--- config.mk ---
export PLATFORM = sky130hd
export DESIGN_NAME = uart_rx_parse
export DESIGN_NICKNAME = d
export VERILOG_FILES = /design/src/rtl/uart_rx_parse.sv
export SDC_FILE = /design/constraint.sdc
export NUM_CORES = 1
export LEC_CHECK = 0
export CORE_ASPECT_RATIO = 1.1
export CORE_MARGIN = 8
export CORE_UTILIZATION = 60
export DETAILED_ROUTE_END_ITERATION = 10
export HOLD_SLACK_MARGIN = 0.15
export PLACE_DENSITY = 0.88
export REMOVE_ABC_BUFFERS = 1
export SLEW_MARGIN = 25
export SYNTH_ARGS = -nofsm -noshare
export SYNTH_HDL_FRONTEND = slang
export SYNTH_SLANG_ARGS = --single-unit
--- constraint.sdc ---
create_clock -name clk -period 3.9 [get_ports clk]
set_input_delay 0.78 -clock clk [delete_from_list [all_inputs] [get_ports clk]]
set_output_delay 0.78 -clock clk [all_outputs]
set_load 0.1 [all_outputs]
--- src/rtl/uart_rx_parse.sv ---
// uart_rx_parse: 8N1 serial receiver feeding a parser for the fixed
// 8-character voltage frame "<sign><d>.<dddd>V", emitting sign + 5-digit BCD.
module uart_rx_parse #(
  parameter int unsigned CLK_FRE   = 50,
  parameter int unsigned BAUD_RATE = 115200
) (
  input  logic        clk,
  input  logic        rst_n,
  input  logic        rx,
  output logic [7:0]  rx_data,
  output logic        rx_data_valid,
  output logic [19:0] dec,
  output logic [7:0]  sign,
  output logic        frame_valid,
  output logic        frame_err
);

  // Bit timing in clock cycles; the counter only ever needs to reach BIT-1.
  localparam int unsigned BIT   = (CLK_FRE * 1000000) / BAUD_RATE;
  localparam int unsigned HALF  = BIT / 2;
  localparam int unsigned CNT_W = (BIT > 2) ? $clog2(BIT) : 1;

  localparam logic [CNT_W-1:0] BIT_LAST  = CNT_W'(BIT - 1);
  localparam logic [CNT_W-1:0] HALF_LAST = CNT_W'(HALF - 1);

  // Receiver states
  localparam logic [1:0] S_IDLE  = 2'd0;
  localparam logic [1:0] S_START = 2'd1;
  localparam logic [1:0] S_DATA  = 2'd2;
  localparam logic [1:0] S_STOP  = 2'd3;

  // Frame characters
  localparam logic [7:0] CH_PLUS  = 8'h2B;
  localparam logic [7:0] CH_MINUS = 8'h2D;
  localparam logic [7:0] CH_DOT   = 8'h2E;
  localparam logic [7:0] CH_V     = 8'h56;
  localparam logic [7:0] CH_ZERO  = 8'h30;
  localparam logic [7:0] CH_NINE  = 8'h39;

  // ---------------------------------------------------------------------
  // Input synchroniser and edge detect
  // ---------------------------------------------------------------------
  logic r_rx_meta;
  logic r_rx_sync;
  logic r_rx_prev;
  logic w_rx_fall;

  // Two-flop synchroniser plus one delayed copy for falling-edge detection.
  always_ff @(posedge clk or negedge rst_n) begin
    if (!rst_n) begin
      r_rx_meta <= 1'b1;
      r_rx_sync <= 1'b1;
      r_rx_prev <= 1'b1;
    end else begin
      r_rx_meta <= rx;
      r_rx_sync <= r_rx_meta;
      r_rx_prev <= r_rx_sync;
    end
  end

  assign w_rx_fall = r_rx_prev & ~r_rx_sync;

  // ---------------------------------------------------------------------
  // Receiver FSM
  // ---------------------------------------------------------------------
  logic [1:0]       r_state;
  logic [1:0]       w_state_nxt;
  logic [CNT_W-1:0] r_cnt;
  logic [CNT_W-1:0] w_cnt_nxt;
  logic [2:0]       r_bit_idx;
  logic [2:0]       w_bit_idx_nxt;
  logic [7:0]       r_shift;
  logic [7:0]       w_shift_nxt;
  logic             w_byte_done;
  logic             w_stop_err;
  logic [7:0]       r_rx_data;
  logic             r_rx_data_valid;

  // Receiver next-state: counter, bit index and shift register updates.
  always_comb begin
    w_state_nxt   = r_state;
    w_cnt_nxt     = r_cnt + CNT_W'(1);
    w_bit_idx_nxt = r_bit_idx;
    w_shift_nxt   = r_shift;
    w_byte_done   = 1'b0;
    w_stop_err    = 1'b0;
    case (r_state)
      S_IDLE: begin
        w_cnt_nxt = '0;
        if (w_rx_fall) begin
          w_state_nxt = S_START;
        end
      end
      S_START: begin
        if (r_cnt == HALF_LAST) begin
          w_cnt_nxt     = '0;
          w_bit_idx_nxt = 3'd0;
          // A line that is high again mid start bit was only a glitch.
          w_state_nxt   = r_rx_sync ? S_IDLE : S_DATA;
        end
      end
      S_DATA: begin
        if (r_cnt == BIT_LAST) begin
          w_cnt_nxt     = '0;
          w_shift_nxt   = {r_rx_sync, r_shift[7:1]};
          w_bit_idx_nxt = r_bit_idx + 3'd1;
          if (r_bit_idx == 3'd7) begin
            w_state_nxt = S_STOP;
          end
        end
      end
      S_STOP: begin
        if (r_cnt == BIT_LAST) begin
          // Back to IDLE mid stop bit so a back-to-back start edge is caught.
          w_cnt_nxt   = '0;
          w_state_nxt = S_IDLE;
          if (r_rx_sync) begin
            w_byte_done = 1'b1;
          end else begin
            w_stop_err  = 1'b1;
          end
        end
      end
      default: begin
        w_state_nxt = S_IDLE;
        w_cnt_nxt   = '0;
      end
    endcase
  end

  // Receiver state register and registered byte output.
  always_ff @(posedge clk or negedge rst_n) begin
    if (!rst_n) begin
      r_state         <= S_IDLE;
      r_cnt           <= '0;
      r_bit_idx       <= 3'd0;
      r_shift         <= 8'h00;
      r_rx_data       <= 8'h00;
      r_rx_data_valid <= 1'b0;
    end else begin
      r_state         <= w_state_nxt;
      r_cnt           <= w_cnt_nxt;
      r_bit_idx       <= w_bit_idx_nxt;
      r_shift         <= w_shift_nxt;
      r_rx_data_valid <= w_byte_done;
      if (w_byte_done) begin
        r_rx_data <= r_shift;
      end
    end
  end

  // ---------------------------------------------------------------------
  // Frame parser
  // ---------------------------------------------------------------------
  logic [2:0]  r_idx;
  logic [2:0]  w_idx_nxt;
  logic [7:0]  r_sign_sh;
  logic [7:0]  w_sign_sh_nxt;
  logic [19:0] r_dec_sh;
  logic [19:0] w_dec_sh_nxt;
  logic        w_is_sign;
  logic        w_is_digit;
  logic [3:0]  w_digit;
  logic        w_match;
  logic        w_frame_ok;
  logic        w_fmt_err;
  logic [19:0] r_dec;
  logic [7:0]  r_sign;
  logic        r_frame_valid;
  logic        r_frame_err;

  // Byte classification for the parser.
  always_comb begin
    w_is_sign  = (r_rx_data == CH_PLUS) || (r_rx_data == CH_MINUS);
    w_is_digit = (r_rx_data >= CH_ZERO) && (r_rx_data <= CH_NINE);
    w_digit    = 4'(r_rx_data - CH_ZERO);
  end

  // Parser next-state: index, shadow registers, frame_ok / format error.
  always_comb begin
    w_idx_nxt     = r_idx;
    w_sign_sh_nxt = r_sign_sh;
    w_dec_sh_nxt  = r_dec_sh;
    w_match       = 1'b0;
    w_frame_ok    = 1'b0;
    w_fmt_err     = 1'b0;
    if (w_stop_err) begin
      // A corrupted byte makes the current frame unusable.
      w_idx_nxt = 3'd0;
    end else if (r_rx_data_valid) begin
      case (r_idx)
        3'd0: begin
          // Resync silently on anything that is not a sign.
          w_match = 1'b1;
          if (w_is_sign) begin
            w_sign_sh_nxt = r_rx_data;
            w_idx_nxt     = 3'd1;
          end
        end
        3'd1: begin
          w_match = w_is_digit;
          if (w_is_digit) w_dec_sh_nxt[19:16] = w_digit;
        end
        3'd2: begin
          w_match = (r_rx_data == CH_DOT);
        end
        3'd3: begin
          w_match = w_is_digit;
          if (w_is_digit) w_dec_sh_nxt[15:12] = w_digit;
        end
        3'd4: begin
          w_match = w_is_digit;
          if (w_is_digit) w_dec_sh_nxt[11:8] = w_digit;
        end
        3'd5: begin
          w_match = w_is_digit;
          if (w_is_digit) w_dec_sh_nxt[7:4] = w_digit;
        end
        3'd6: begin
          w_match = w_is_digit;
          if (w_is_digit) w_dec_sh_nxt[3:0] = w_digit;
        end
        default: begin
          w_match    = (r_rx_data == CH_V);
          w_frame_ok = (r_rx_data == CH_V);
        end
      endcase

      if (r_idx != 3'd0) begin
        if (w_match) begin
          w_idx_nxt = (r_idx == 3'd7) ? 3'd0 : r_idx + 3'd1;
        end else begin
          // An unexpected sign is treated as the start of a new frame.
          w_fmt_err = 1'b1;
          if (w_is_sign) begin
            w_sign_sh_nxt = r_rx_data;
            w_idx_nxt     = 3'd1;
          end else begin
            w_idx_nxt     = 3'd0;
          end
        end
      end
    end
  end

  // Parser registers; visible dec/sign change only on a complete frame.
  always_ff @(posedge clk or negedge rst_n) begin
    if (!rst_n) begin
      r_idx         <= 3'd0;
      r_sign_sh     <= CH_PLUS;
      r_dec_sh      <= 20'h0;
      r_dec         <= 20'h0;
      r_sign        <= CH_PLUS;
      r_frame_valid <= 1'b0;
      r_frame_err   <= 1'b0;
    end else begin
      r_idx         <= w_idx_nxt;
      r_sign_sh     <= w_sign_sh_nxt;
      r_dec_sh      <= w_dec_sh_nxt;
      r_frame_valid <= w_frame_ok;
      r_frame_err   <= w_stop_err | w_fmt_err;
      if (w_frame_ok) begin
        r_dec  <= r_dec_sh;
        r_sign <= r_sign_sh;
      end
    end
  end

  assign rx_data       = r_rx_data;
  assign rx_data_valid = r_rx_data_valid;
  assign dec           = r_dec;
  assign sign          = r_sign;
  assign frame_valid   = r_frame_valid;
  assign frame_err     = r_frame_err;

endmodule

=== Word level (Yosys, flattened, before mapping) ===
Cells that the tools add are included.

* Latch bits: 0
* Memory bits (writable): 0
* Register bits: 95
* Logic and storage cells: 116
* Memories kept: 0
* Bits in read-only memories: 0
* Output and inout bits: 39

* Equality and inequality tests: 22
* Shifts and indexed selects: 0
* $mul: 0
* Order comparisons: 2
* Reduce and logical (&&, ||, !) cells: 22
* Add/subtract/negate cells: 4
* Bitwise gates (word level): 4
* Div/mod/pow operators: 0
* Multiplexer cells: 42

{| class="wikitable"
|+ Operator list
! operator !! count
|-
| two-way mux 8 bit || 5
|-
| two-way mux 3 bit || 9
|-
| case mux 9 bit (3 select lines) || 1
|-
| equality test 8 x 6 -> 1 bit, second input constant || 3
|-
| AND reduction 4 bit || 5
|-
| two-way mux 9 bit || 2
|-
| two-way mux 1 bit || 16
|-
| equality test 3 bit, second input constant || 5
|-
| two-way mux 2 bit || 6
|-
| != test 2 bit, second input constant || 5
|-
| adder 9 x 1 -> 9 bit, second input constant || 1
|-
| equality test 9 x 8 -> 1 bit, second input constant || 1
|-
| equality test 9 bit, second input constant || 1
|-
| nonzero test 3 bit || 3
|-
| equality test 8 x 7 -> 1 bit, second input constant || 1
|-
| greater-or-equal comparator 8 x 6 -> 1 bit, second input constant || 1
|-
| <= comparator 8 x 6 -> 1 bit, second input constant || 1
|-
| case mux 2 bit (4 select lines) || 1
|-
| OR reduction 7 bit || 1
|-
| adder 3 x 1 -> 3 bit, second input constant || 2
|-
| equality test 3 x 2 -> 1 bit, second input constant || 2
|-
| case mux 3 bit (2 select lines) || 1
|-
| AND reduction 3 bit || 2
|-
| AND reduction 5 bit || 1
|-
| 16 further kinds || 20
|}

=== Logic depth before layout (Yosys ltp) ===
Gate-level depths: netlist (run 1).

* Word-level depth: 10
* Mapped depth: 9

=== Least setup slack after synthesis (run 1) ===
Ideal clock, no wire load.

* Kind: register to register
* Start point: register r_rx_data[1] (netlist: rx_data[1])
* End point: register r_dec[0] (netlist: dec[0])
* Slack: 0.996 ns
* Clock period less this slack: 2.904 ns
* Path buffers: 2
* Required time: 3.775 ns
* Data arrival time: 2.778 ns
* Cell stages (with the launch flop): 6
* Cells stage by stage: dfrtp_1 -> clkbuf_1 -> nand3b_1 -> nor4_2 -> buf_2 -> mux2_2

* Cells in the longest elaborated chain, start to end: 4

{| class="wikitable"
|+ Ends and longest elaborated chain
! item !! RTL line !! source
|-
| start: declaration || 76 || <nowiki>logic [7:0] r_rx_data;</nowiki>
|-
| start signal: assignment || 147 || <nowiki>r_rx_data <= r_shift;</nowiki>
|-
| equality test 8 x 7 -> 1 bit || 225 || <nowiki>w_frame_ok = (r_rx_data == CH_V);</nowiki>
|-
| two-way mux 1 bit || 191 || <nowiki>case (r_idx)</nowiki>
|-
| two-way mux 1 bit || 190 || <nowiki>end else if (r_rx_data_valid) begin</nowiki>
|-
| two-way mux 1 bit || 187 || <nowiki>if (w_stop_err) begin</nowiki>
|-
| end signal: assignment || 263 || <nowiki>r_dec <= r_dec_sh;</nowiki>
|-
| end: declaration || 167 || <nowiki>logic [19:0] r_dec;</nowiki>
|}

Every way passes these cells.
A chain may end at the register's enable or synchronous reset.

=== Worst setup path in the final report (run 1) ===
* Start point: register r_rx_data[1] (netlist: rx_data[1])
* End point: output rx_data[1]

{| class="wikitable"
|+ RTL lines
! item !! RTL line !! source
|-
| end: declaration || 10 || <nowiki>output logic [7:0] rx_data,</nowiki>
|}

No word-level cell between the ends.

==> impl_metrics.csv, run 1 <==
group,metric,value,unit
place,dp_cells,411,
timing,finClkSkew,0.01336,ns
route,met1Wirelength,3520,um
timing,hold_violations,0,
power,power.switching,0.4466,mW
worst_setup_path,cp-end-kind,"output port",
synth,syn_area,0.004125,mm^2
status,status,"complete, no violations",
power,pwr-share-clk,34.3,%
global_routing,grt_pass1_vias,2631,
layout,fillers,428,
timing,worstMarginPinSlew,1.007,ns
synth,yosysSeqAreaShare,57.96,%
route,route.vias.total,2380,
worst_hold_path,min_path_type,"in -> async",
power,pwr-share-seq,59.8,%
layout,postLayoutCellArea,0.004755,mm^2
layout,final_nets,354,
layout,fin_util,71.68,%
synth,synth_edf_count,0,
worst_setup_path,path_cells,"clkdlybuf4s50_1",
global_routing,overflow,0,
timing,layout_min_cycle_time,2.979,ns
timing,fin_crit_sh,76.37,%
worst_setup_path,crit_buf_inv,1,
power,sw_frac_of_total,25.40,%
layout,final_layout_size_suffix_gt1_share,30.43,%
place,io_buffers,41,
place,gp_congestion,0.8561,
synth,ys_types,49,
clock_network,cts_tree,"done",
synth,yosysWarnings,0,
place,post-dp-hpwl,5504,um
floorplanning,die_x,95.06,um
place,dpl_cell_area,0.004572,mm^2
power,leakagePower,2.247,nW
timing,max_freq,335.7,MHz
route,wl_met2,3732,um
worst_setup_path,path_max_fanout,11,
route,dr.pass1.iters,4,
worst_setup_path,critical_path.top_delay_family,"buffers and inverters",
job,drv_cap,0,
clock_network,cts_setup_buffers,0,
synth,synth_commonest_cells,"84 x dfrtp_1, 48 x mux2_2, 23 x nor2_1, 16 x mux2_4",
clock_network,cts_hold_buffers,0,
timing,setup_tns,0,ns
clock_network,cts.path.max_buffers,2,
route,routed.top_layer,"met4",
route,drc,0,
worst_setup_path,max_stage_delay,1.22,ns
floorplanning,rows,31,
global_routing,grt_first_pass_wirelength,13120,um
synth,ys_ff_latch,95,
route,wire_per_inst,18.00,um
clock_network,htreeDepth,3,
timing,worst_slack,0.9215,ns
synth,yosysMostFrequentCell,"dfrtp_1",
clock_network,cts_buffers,9,
worst_setup_path,path_class,"reg -> out",
layout,final_cells,427,
power,p_int,1.312,mW
clock_network,cts.clk_slew.worst_paths,0.10,ns
power,p_per_area,369.8,mW/mm^2
worst_setup_path,crit_arrival,2.20,ns
synth,yosysTopAreaCell,"dfrtp_1",
floorplanning,pin_count,42,
power,comb_power_share,5.9,%
route,wirelength,7685,um
global_routing,grt_usage,17.48,%
timing,rsz0062_at_grt,"no",
timing,relSlewSlack,32.65,%
clock_network,worst_skew_pair.late_latency,0.37,ns
route,dr_wl_met3,274,um
floorplanning,fp.coreArea,0.006633,mm^2
floorplanning,initial_core_util,62.20,%
timing,slew_viol_final,0,
power,peakVddDrop,0.2135,mV
route,viasPerCell,5.574,
route,drt_iter0_markers,118,
layout,diodes,0,
place,pre_cts_ws,1.317,ns
synth,ys.flop_type,"dfrtp_1",
layout,area_growth_syn_to_layout,15.26,%
timing,setup_viol_count_final,0,
floorplanning,dieHeight,103.0,um
worst_setup_path,cp-start-kind,"flip-flop",
clock_network,cts-root-buf,"clkbuf_8",
worst_setup_path,cp.required,3.12,ns
synth,yosys-top-cells-area,"dfrtp_1 51%, mux2_2 13%, dfstp_2 7.0%",
global_routing,antenna_found_initial,0,
route,drtAntennaViolNets,0,
synth,netlist.area_leader.share,50.96,%
global_routing,grt_max_degree,47,
synth,avgSynthCellArea,13.89,um^2
floorplanning,dieArea,0.009788,mm^2
synth,async_flop_share,100.0,%
clock_network,cts_num_sinks,95,
clock_network,cts_resized,0,
synth,synth_cells,297,
worst_setup_path,crit_slowest_cell,"clkdlybuf4s50_1",
## sequential cells by signal, indices dropped and copies added (netlist names), 3 cells and up, named ones only
signal and count:
dec 20, r_dec_sh 20, r_cnt 9, r_shift 8, r_sign_sh 8, rx_data 8, sign 8, r_bit_idx 3
r_idx 3
## worst register-to-register path: cells and delay by family (launching register included)
| kind | cells | cell delay (ns) |
|---|---|---|
| fa+ha+maj | 1 | 0.25 |
| buf+inv | 2 | 0.48 |
| flops | 1 | 0.43 |
| mux | 1 | 0.41 |
| simple gates | 3 | 0.84 |
## per-layer routing
layer  global-route usage, %  vias to the layer above
met3                   4.588                       14
met2                   28.28                       39
met1                   21.50                     1202
met4                   7.692                        0
met5                       0                        -
li1                        -                     1125
## logic make-up after synthesis
kind of cell    synth area share, %
compound gates                2.790
xor+xnor                      1.699
fa+ha+maj                     3.336
buf+inv                       2.942
flops                         57.96
mux                           19.99
simple gates                  11.28
## worst paths after layout
check,to,cells after the start,slack (ns),from
min,dec[0],1,0.38,rst_n
max reg2reg,sign[6],7,1.38,r_idx[0]
min reg2reg,r_rx_sync,0,0.38,r_rx_meta
min in group clk,r_rx_sync,0,0.38,r_rx_meta
max in group asynchronous,r_rx_sync,2,2.70,rst_n
max,rx_data[1],1,0.92,rx_data[1]
## metrics by stage
stage	hold slack [ns]	power, mW
after floorplan	0.3452	1.126
after global placement	0.3457	1.163
after detailed placement	0.3615	1.175
after CTS	0.3852	1.772
after global routing	0.3945	1.837
final	0.3785	1.758
## cells in the final DEF, fill, tap and decap left out, types with 4 or more instances in the layout
cell type / count
and3_1: 4
inv_1: 7
nand2b_1: 5
nand3_1: 5
o21ai_0: 4
clkbuf_8: 10
clkdlybuf4s50_1: 40
xnor2_1: 5
mux2_2: 48
mux2_4: 16
dfrtp_1: 84
ha_1: 11
nor2_1: 23
and3_4: 4
dfstp_2: 11
buf_4: 4
nand2_1: 11
## area by class of cell
type                       instances  area, um^2  area share [%]
clock buffer                      11       141.4           2.974
clock inverter                     5       41.29          0.8684
inverter                           7       26.28          0.5526
sequential                        95        2391           50.29
timing repair buffer              44       430.4           9.053
tap                               82       102.6           2.158
multi-input combinational        183        1622           34.11
## power by group through the flow
stage	Clock [mW]	Sequential, mW	Combinational (mW)
after detailed placement	0	1.07	0.106
final	0.603	1.05	0.104
after global routing	0.661	1.06	0.119
after floorplan	0	1.06	0.0651
after global placement	0	1.07	0.0971
after CTS	0.614	1.05	0.108
No activity file was read; power rests on OpenSTA's default activity.
==> run 2: changes to the inputs <==
--- a/config.mk
+++ b/config.mk
@@ -7,10 +7,10 @@
 export LEC_CHECK = 0
 export CORE_ASPECT_RATIO = 1.1
 export CORE_MARGIN = 8
-export CORE_UTILIZATION = 60
+export CORE_UTILIZATION = 56
 export DETAILED_ROUTE_END_ITERATION = 10
 export HOLD_SLACK_MARGIN = 0.15
-export PLACE_DENSITY = 0.88
+export PLACE_DENSITY = 0.83
 export REMOVE_ABC_BUFFERS = 1
 export SLEW_MARGIN = 25
 export SYNTH_ARGS = -nofsm -noshare
==> constraint.sdc (replaced) <==
create_clock -name clk -period 2.8 [get_ports clk]
set_input_delay 0.56 -clock clk [delete_from_list [all_inputs] [get_ports clk]]
set_output_delay 0.56 -clock clk [all_outputs]
set_load 0.1 [all_outputs]
==> run 2 against run 1 <==
  * Count of clock-buffer cells in the layout rose by 1
  * Clock skew fell by 0.0012 ns
  * Global-route usage fell by 2.4 points
  * Wire length fell by 5.9%
  * Die area rose by 6.0%
  * Critical path type is now reg -> reg
  * Largest cell class unchanged
  * Highest routed layer unchanged
==> impl_metrics.csv, run 2 (synthesized netlist as in run 1, its figures left out) <==
group,metric,value,unit
status,status,"complete, no violations",
worst_setup_path,crit_start,"r_cnt[3]",
worst_setup_path,path_max_fanout,28,
clock_network,cts.path.max_buffers,2,
route,drt_iter0_markers,76,
clock_network,cts-root-buf,"clkbuf_8",
floorplanning,dieHeight,106.0,um
global_routing,grt_pass1_vias,2530,
layout,diodes,0,
clock_network,cts_tree,"done",
clock_network,cts_setup_buffers,0,
floorplanning,die_x,97.84,um
timing,slew_viol_final,0,
timing,setup_viol_count_final,0,
route,viasPerCell,5.485,
worst_setup_path,cp.required,3.03,ns
floorplanning,pin_count,42,
floorplanning,initial_core_util,56.45,%
clock_network,worst_skew_pair.late_latency,0.35,ns
worst_setup_path,cp-end-kind,"flip-flop",
clock_network,cts_hold_buffers,0,
route,drc,0,
timing,max_freq,401.5,MHz
clock_network,cts_num_sinks,95,
power,p_total,2.531,mW
global_routing,antenna_found_initial,0,
route,wire_per_inst,16.71,um
route,drtAntennaViolNets,0,
clock_network,cts.clk_slew.worst_paths,0.09,ns
floorplanning,rows,33,
timing,worstMarginPinSlew,0.5786,ns
power,peakVddDrop,0.4199,mV
job,drv_cap,0,
timing,worst_slack,0.3090,ns
worst_setup_path,crit_arrival,2.72,ns
place,pre_cts_ws,0.3347,ns
place,io_buffers,41,
timing,hold_violations,0,
timing,fin_crit_sh,88.96,%
global_routing,grt_first_pass_wirelength,12500,um
route,dr.pass1.iters,4,
clock_network,cts_buffers,9,
timing,finClkSkew,0.01215,ns
layout,fillers,558,
route,wirelength,7234,um
timing,rsz0062_at_grt,"no",
layout,mostFrequentLayoutCells,"84 x dfrtp_1, 48 x mux2_2, 43 x buf_4",
global_routing,overflow,0,
worst_setup_path,path_class,"reg -> reg",
worst_setup_path,timing.rr.start,"r_cnt[3]",
worst_setup_path,cp-start-kind,"flip-flop",
floorplanning,dieArea,0.01037,mm^2
layout,area_growth_syn_to_layout,14.13,%
layout,final_nets,355,
global_routing,grt_usage,15.11,%
floorplanning,fp.coreArea,0.007308,mm^2
global_routing,grt_max_degree,48,
layout,final_common_cell,"dfrtp_1",
place,post-dp-hpwl,4993,um
timing,relSlewSlack,61.42,%
timing,layout_min_cycle_time,2.491,ns
clock_network,cts_resized,0,
layout,final_layout_size_suffix_gt1_share,41.91,%
power,leakagePower,2.358,nW
worst_hold_path,min_path_type,"in -> async",
power,p_per_area,537.7,mW/mm^2
route,route.vias.total,2375,
place,gp_congestion,0.8134,
clock_network,htreeDepth,3,
run 2: area by class of cell:
cell class                      instances  area, um^2  share of cell area, %
Sequential cell                        95        2391                  50.78
Multi-Input combinational cell        183        1622                  34.44
Timing Repair Buffer                   45       352.8                  7.494
Clock buffer                           12       155.1                  3.295
Tap cell                               87       108.9                  2.312
Clock inverter                          4       52.55                  1.116
Inverter                                7       26.28                 0.5581
run 2: final timing paths:
check / to / slack [ns] / cells past startpoint
worst max-delay path: dec[1] / 0.31 / 6
min in group clk: r_rx_sync / 0.36 / 0
max in group asynchronous: r_rx_prev / 1.88 / 2
worst max register to register: dec[1] / 0.31 / 6
worst min register to register: r_rx_sync / 0.36 / 0
worst min-delay path: dec[2] / 0.20 / 1
run 2: layer usage:
metal / vias to the layer above / global-route usage [%] / part of all wire, %
li1: 1124 / - / -
met4: 0 / 4.682 / 1.2
met3: 8 / 5.163 / 4.8
met5: - / 0 / 0
met2: 35 / 25.02 / 50
met1: 1208 / 18.23 / 44
run 2: worst max-delay path: stages, from the launching register on:
cell	delay, ns
dfrtp_1	0.44
or4b_1	0.56
or4_4	0.55
nand3_2	0.15
nor4_4	0.04
buf_4	0.26
mux2_1	0.35
run 2: per-stage QoR:
step	TNS [ns]	hold slack (ns)	cells	utilization, %	cell area, um^2
6_report	0	0.2034	433	64.42	4708
5_1_grt	0	0.2240	433	64.42	4708
4_1_cts	0	0.2099	433	64.42	4708
3_5_place_dp	0	0.3531	417	61.58	4501
3_3_place_gp	0	0.3462	417	61.58	4501
2_1_floorplan	-21.92	0.2644	285	-	4030
run 2: where the power goes:
| part | internal (mW) | total [mW] | switching (mW) | leakage [nW] |
|---|---|---|---|---|
| Combinational | 0.0625 | 0.147 | 0.0846 | 0.973 |
| Sequential | 1.41 | 1.46 | 0.0519 | 1.28 |
| Clock | 0.466 | 0.921 | 0.455 | 0.107 |
==> run 3: changes to the inputs <==
--- a/config.mk
+++ b/config.mk
@@ -6,12 +6,12 @@
 export NUM_CORES = 1
 export LEC_CHECK = 0
 export CORE_ASPECT_RATIO = 1.1
-export CORE_MARGIN = 8
 export CORE_UTILIZATION = 56
 export DETAILED_ROUTE_END_ITERATION = 10
 export HOLD_SLACK_MARGIN = 0.15
-export PLACE_DENSITY = 0.83
+export PLACE_DENSITY = 0.79
 export REMOVE_ABC_BUFFERS = 1
+export SKIP_LAST_GASP = 1
 export SLEW_MARGIN = 25
 export SYNTH_ARGS = -nofsm -noshare
 export SYNTH_HDL_FRONTEND = slang
==> run 3 against run 2 <==
  * The run now ends with design-rule violations left
  * Global-route usage is 4.8 points higher
  * Count of clock-buffer cells in the layout up 1
  * Worst hold slack got worse by 0.022 ns
  * Die area fell by 26%
  * Largest cell class unchanged
==> impl_metrics.csv, run 3 (synthesized netlist as in run 1, its figures left out) <==
group,metric,value,unit
worst_setup_path,path_class,"reg -> reg",
power,peakVddDrop,0.2848,mV
timing,fin_crit_sh,87.57,%
layout,diodes,0,
worst_setup_path,cp-start-kind,"flip-flop",
place,gp_congestion,0.7908,
layout,fin_util,66.23,%
timing,layout_min_cycle_time,2.452,ns
power,power.switching,0.5788,mW
timing,setup_viol_count_final,0,
power,comb_power_share,5.7,%
layout,final_cells,430,
route,drc,9,
worst_setup_path,crit_arrival,2.70,ns
route,dr.pass1.iters,7,
power,pwr-share-seq,58.3,%
route,wire_per_inst,16.00,um
place,dp_cells,414,
timing,slew_viol_final,0,
place,dpl_cell_area,0.004491,mm^2
timing,finClkSkew,0.01192,ns
power,p_int,1.934,mW
timing,setup_tns,0,ns
floorplanning,fp.coreArea,0.007087,mm^2
timing,relSlewSlack,62.51,%
global_routing,grt_usage,19.89,%
timing,rsz0062_at_grt,"no",
clock_network,cts-root-buf,"clkbuf_8",
power,p_total,2.513,mW
place,post-dp-hpwl,4756,um
layout,final_common_cell,"dfrtp_1",
clock_network,cts_hold_buffers,0,
layout,fillers,554,
timing,hold_ws,0.1816,ns
power,sw_frac_of_total,23.03,%
clock_network,cts_num_sinks,95,
layout,mostFrequentLayoutCells,"84 x dfrtp_1, 48 x mux2_2, 42 x buf_4",
layout,postLayoutCellArea,0.004693,mm^2
global_routing,antenna_found_initial,0,
clock_network,cts_resized,0,
floorplanning,initial_core_util,58.21,%
floorplanning,rows,32,
worst_setup_path,path_max_fanout,28,
route,drt_iter0_markers,110,
power,pwr-share-clk,36.1,%
layout,area_growth_syn_to_layout,13.77,%
clock_network,worst_skew_pair.late_latency,0.36,ns
power,leakagePower,2.350,nW
global_routing,grt_first_pass_wirelength,11810,um
timing,worst_slack,0.3482,ns
route,viasPerCell,5.574,
clock_network,cts_tree,"done",
status,status,"finished with violations",
worst_setup_path,cp.required,3.05,ns
route,wirelength,6878,um
power,p_per_area,535.5,mW/mm^2
timing,worstMarginPinSlew,0.5624,ns
floorplanning,die_x,83.84,um
global_routing,grt_max_degree,53,
layout,final_layout_size_suffix_gt1_share,41.45,%
place,io_buffers,41,
clock_network,htreeDepth,3,
clock_network,cts_setup_buffers,0,
timing,max_freq,407.9,MHz
clock_network,cts_buffers,9,
job,drv_cap,0,
floorplanning,dieHeight,92.02,um
route,drtAntennaViolNets,0,
worst_setup_path,cp-end-kind,"flip-flop",
layout,final_nets,354,
clock_network,cts.clk_slew.worst_paths,0.09,ns
route,route.vias.total,2397,
worst_hold_path,min_path_type,"in -> async",
floorplanning,pin_count,42,
worst_setup_path,r2r_slack,0.35,ns
global_routing,grt_pass1_vias,2499,
place,pre_cts_ws,0.3442,ns
status,violations,"design-rule violations",
global_routing,overflow,0,
floorplanning,dieArea,0.007714,mm^2
clock_network,cts.path.max_buffers,2,
timing,hold_violations,0,
==> run 3: cell types whose count changed in the layout (fill, tap and decap cells not counted), sizes merged <==
| cell | previous run | this run |
|---|---|---|
| buf | 44 | 43 |
| clkbuf | 12 | 13 |
| inv | 8 | 7 |
==> run 3: area by class of cell <==
cell class              instances  area (um^2)  share of cell area (%)
clock inverters                 3        43.79                  0.9331
inverters                       7        26.28                  0.5599
well taps                      85        106.4                   2.266
repair buffers                 44        345.3                   7.358
flip-flops and latches         95         2391                   50.95
multi-input cells             183         1622                   34.55
clock buffers                  13        158.9                   3.386
==> run 3: routing by layer <==
metal  routed length, um  global-route usage, %  part of all wire, %
met3                 228                  3.870                  3.3
met5                   0                      0                    0
met2                3363                  33.27                   49
met4                 150                  9.483                  2.2
met1                3136                  24.97                   46
==> run 3: path summary, 6_finish.rpt <==
path	from	end	cells after the start
worst min register to register	r_rx_meta	r_rx_sync	0
worst max-delay path	r_cnt[3]	dec[18]	6
max in group asynchronous	rst_n	sign[5]	2
min in group clk	r_rx_meta	r_rx_sync	0
worst min-delay path	rst_n	dec[9]	1
worst max register to register	r_cnt[3]	dec[18]	6
==> run 3: critical path: stages (launching register included) <==
cell and delay [ns]:
dfrtp_1 0.43, or4b_1 0.55, or4_4 0.55, nand3_2 0.15, nor4_4 0.04, buf_4 0.26
mux2_1 0.35
==> run 3: power groups by stage <==
stage | logic [mW] | clock network (mW) | registers [mW]
after floorplan | 0.0906 | 0 | 1.48
after global placement | 0.137 | 0 | 1.49
after detailed placement | 0.144 | 0 | 1.49
after CTS | 0.146 | 0.922 | 1.46
after global routing | 0.163 | 0.976 | 1.47
final | 0.142 | 0.907 | 1.46
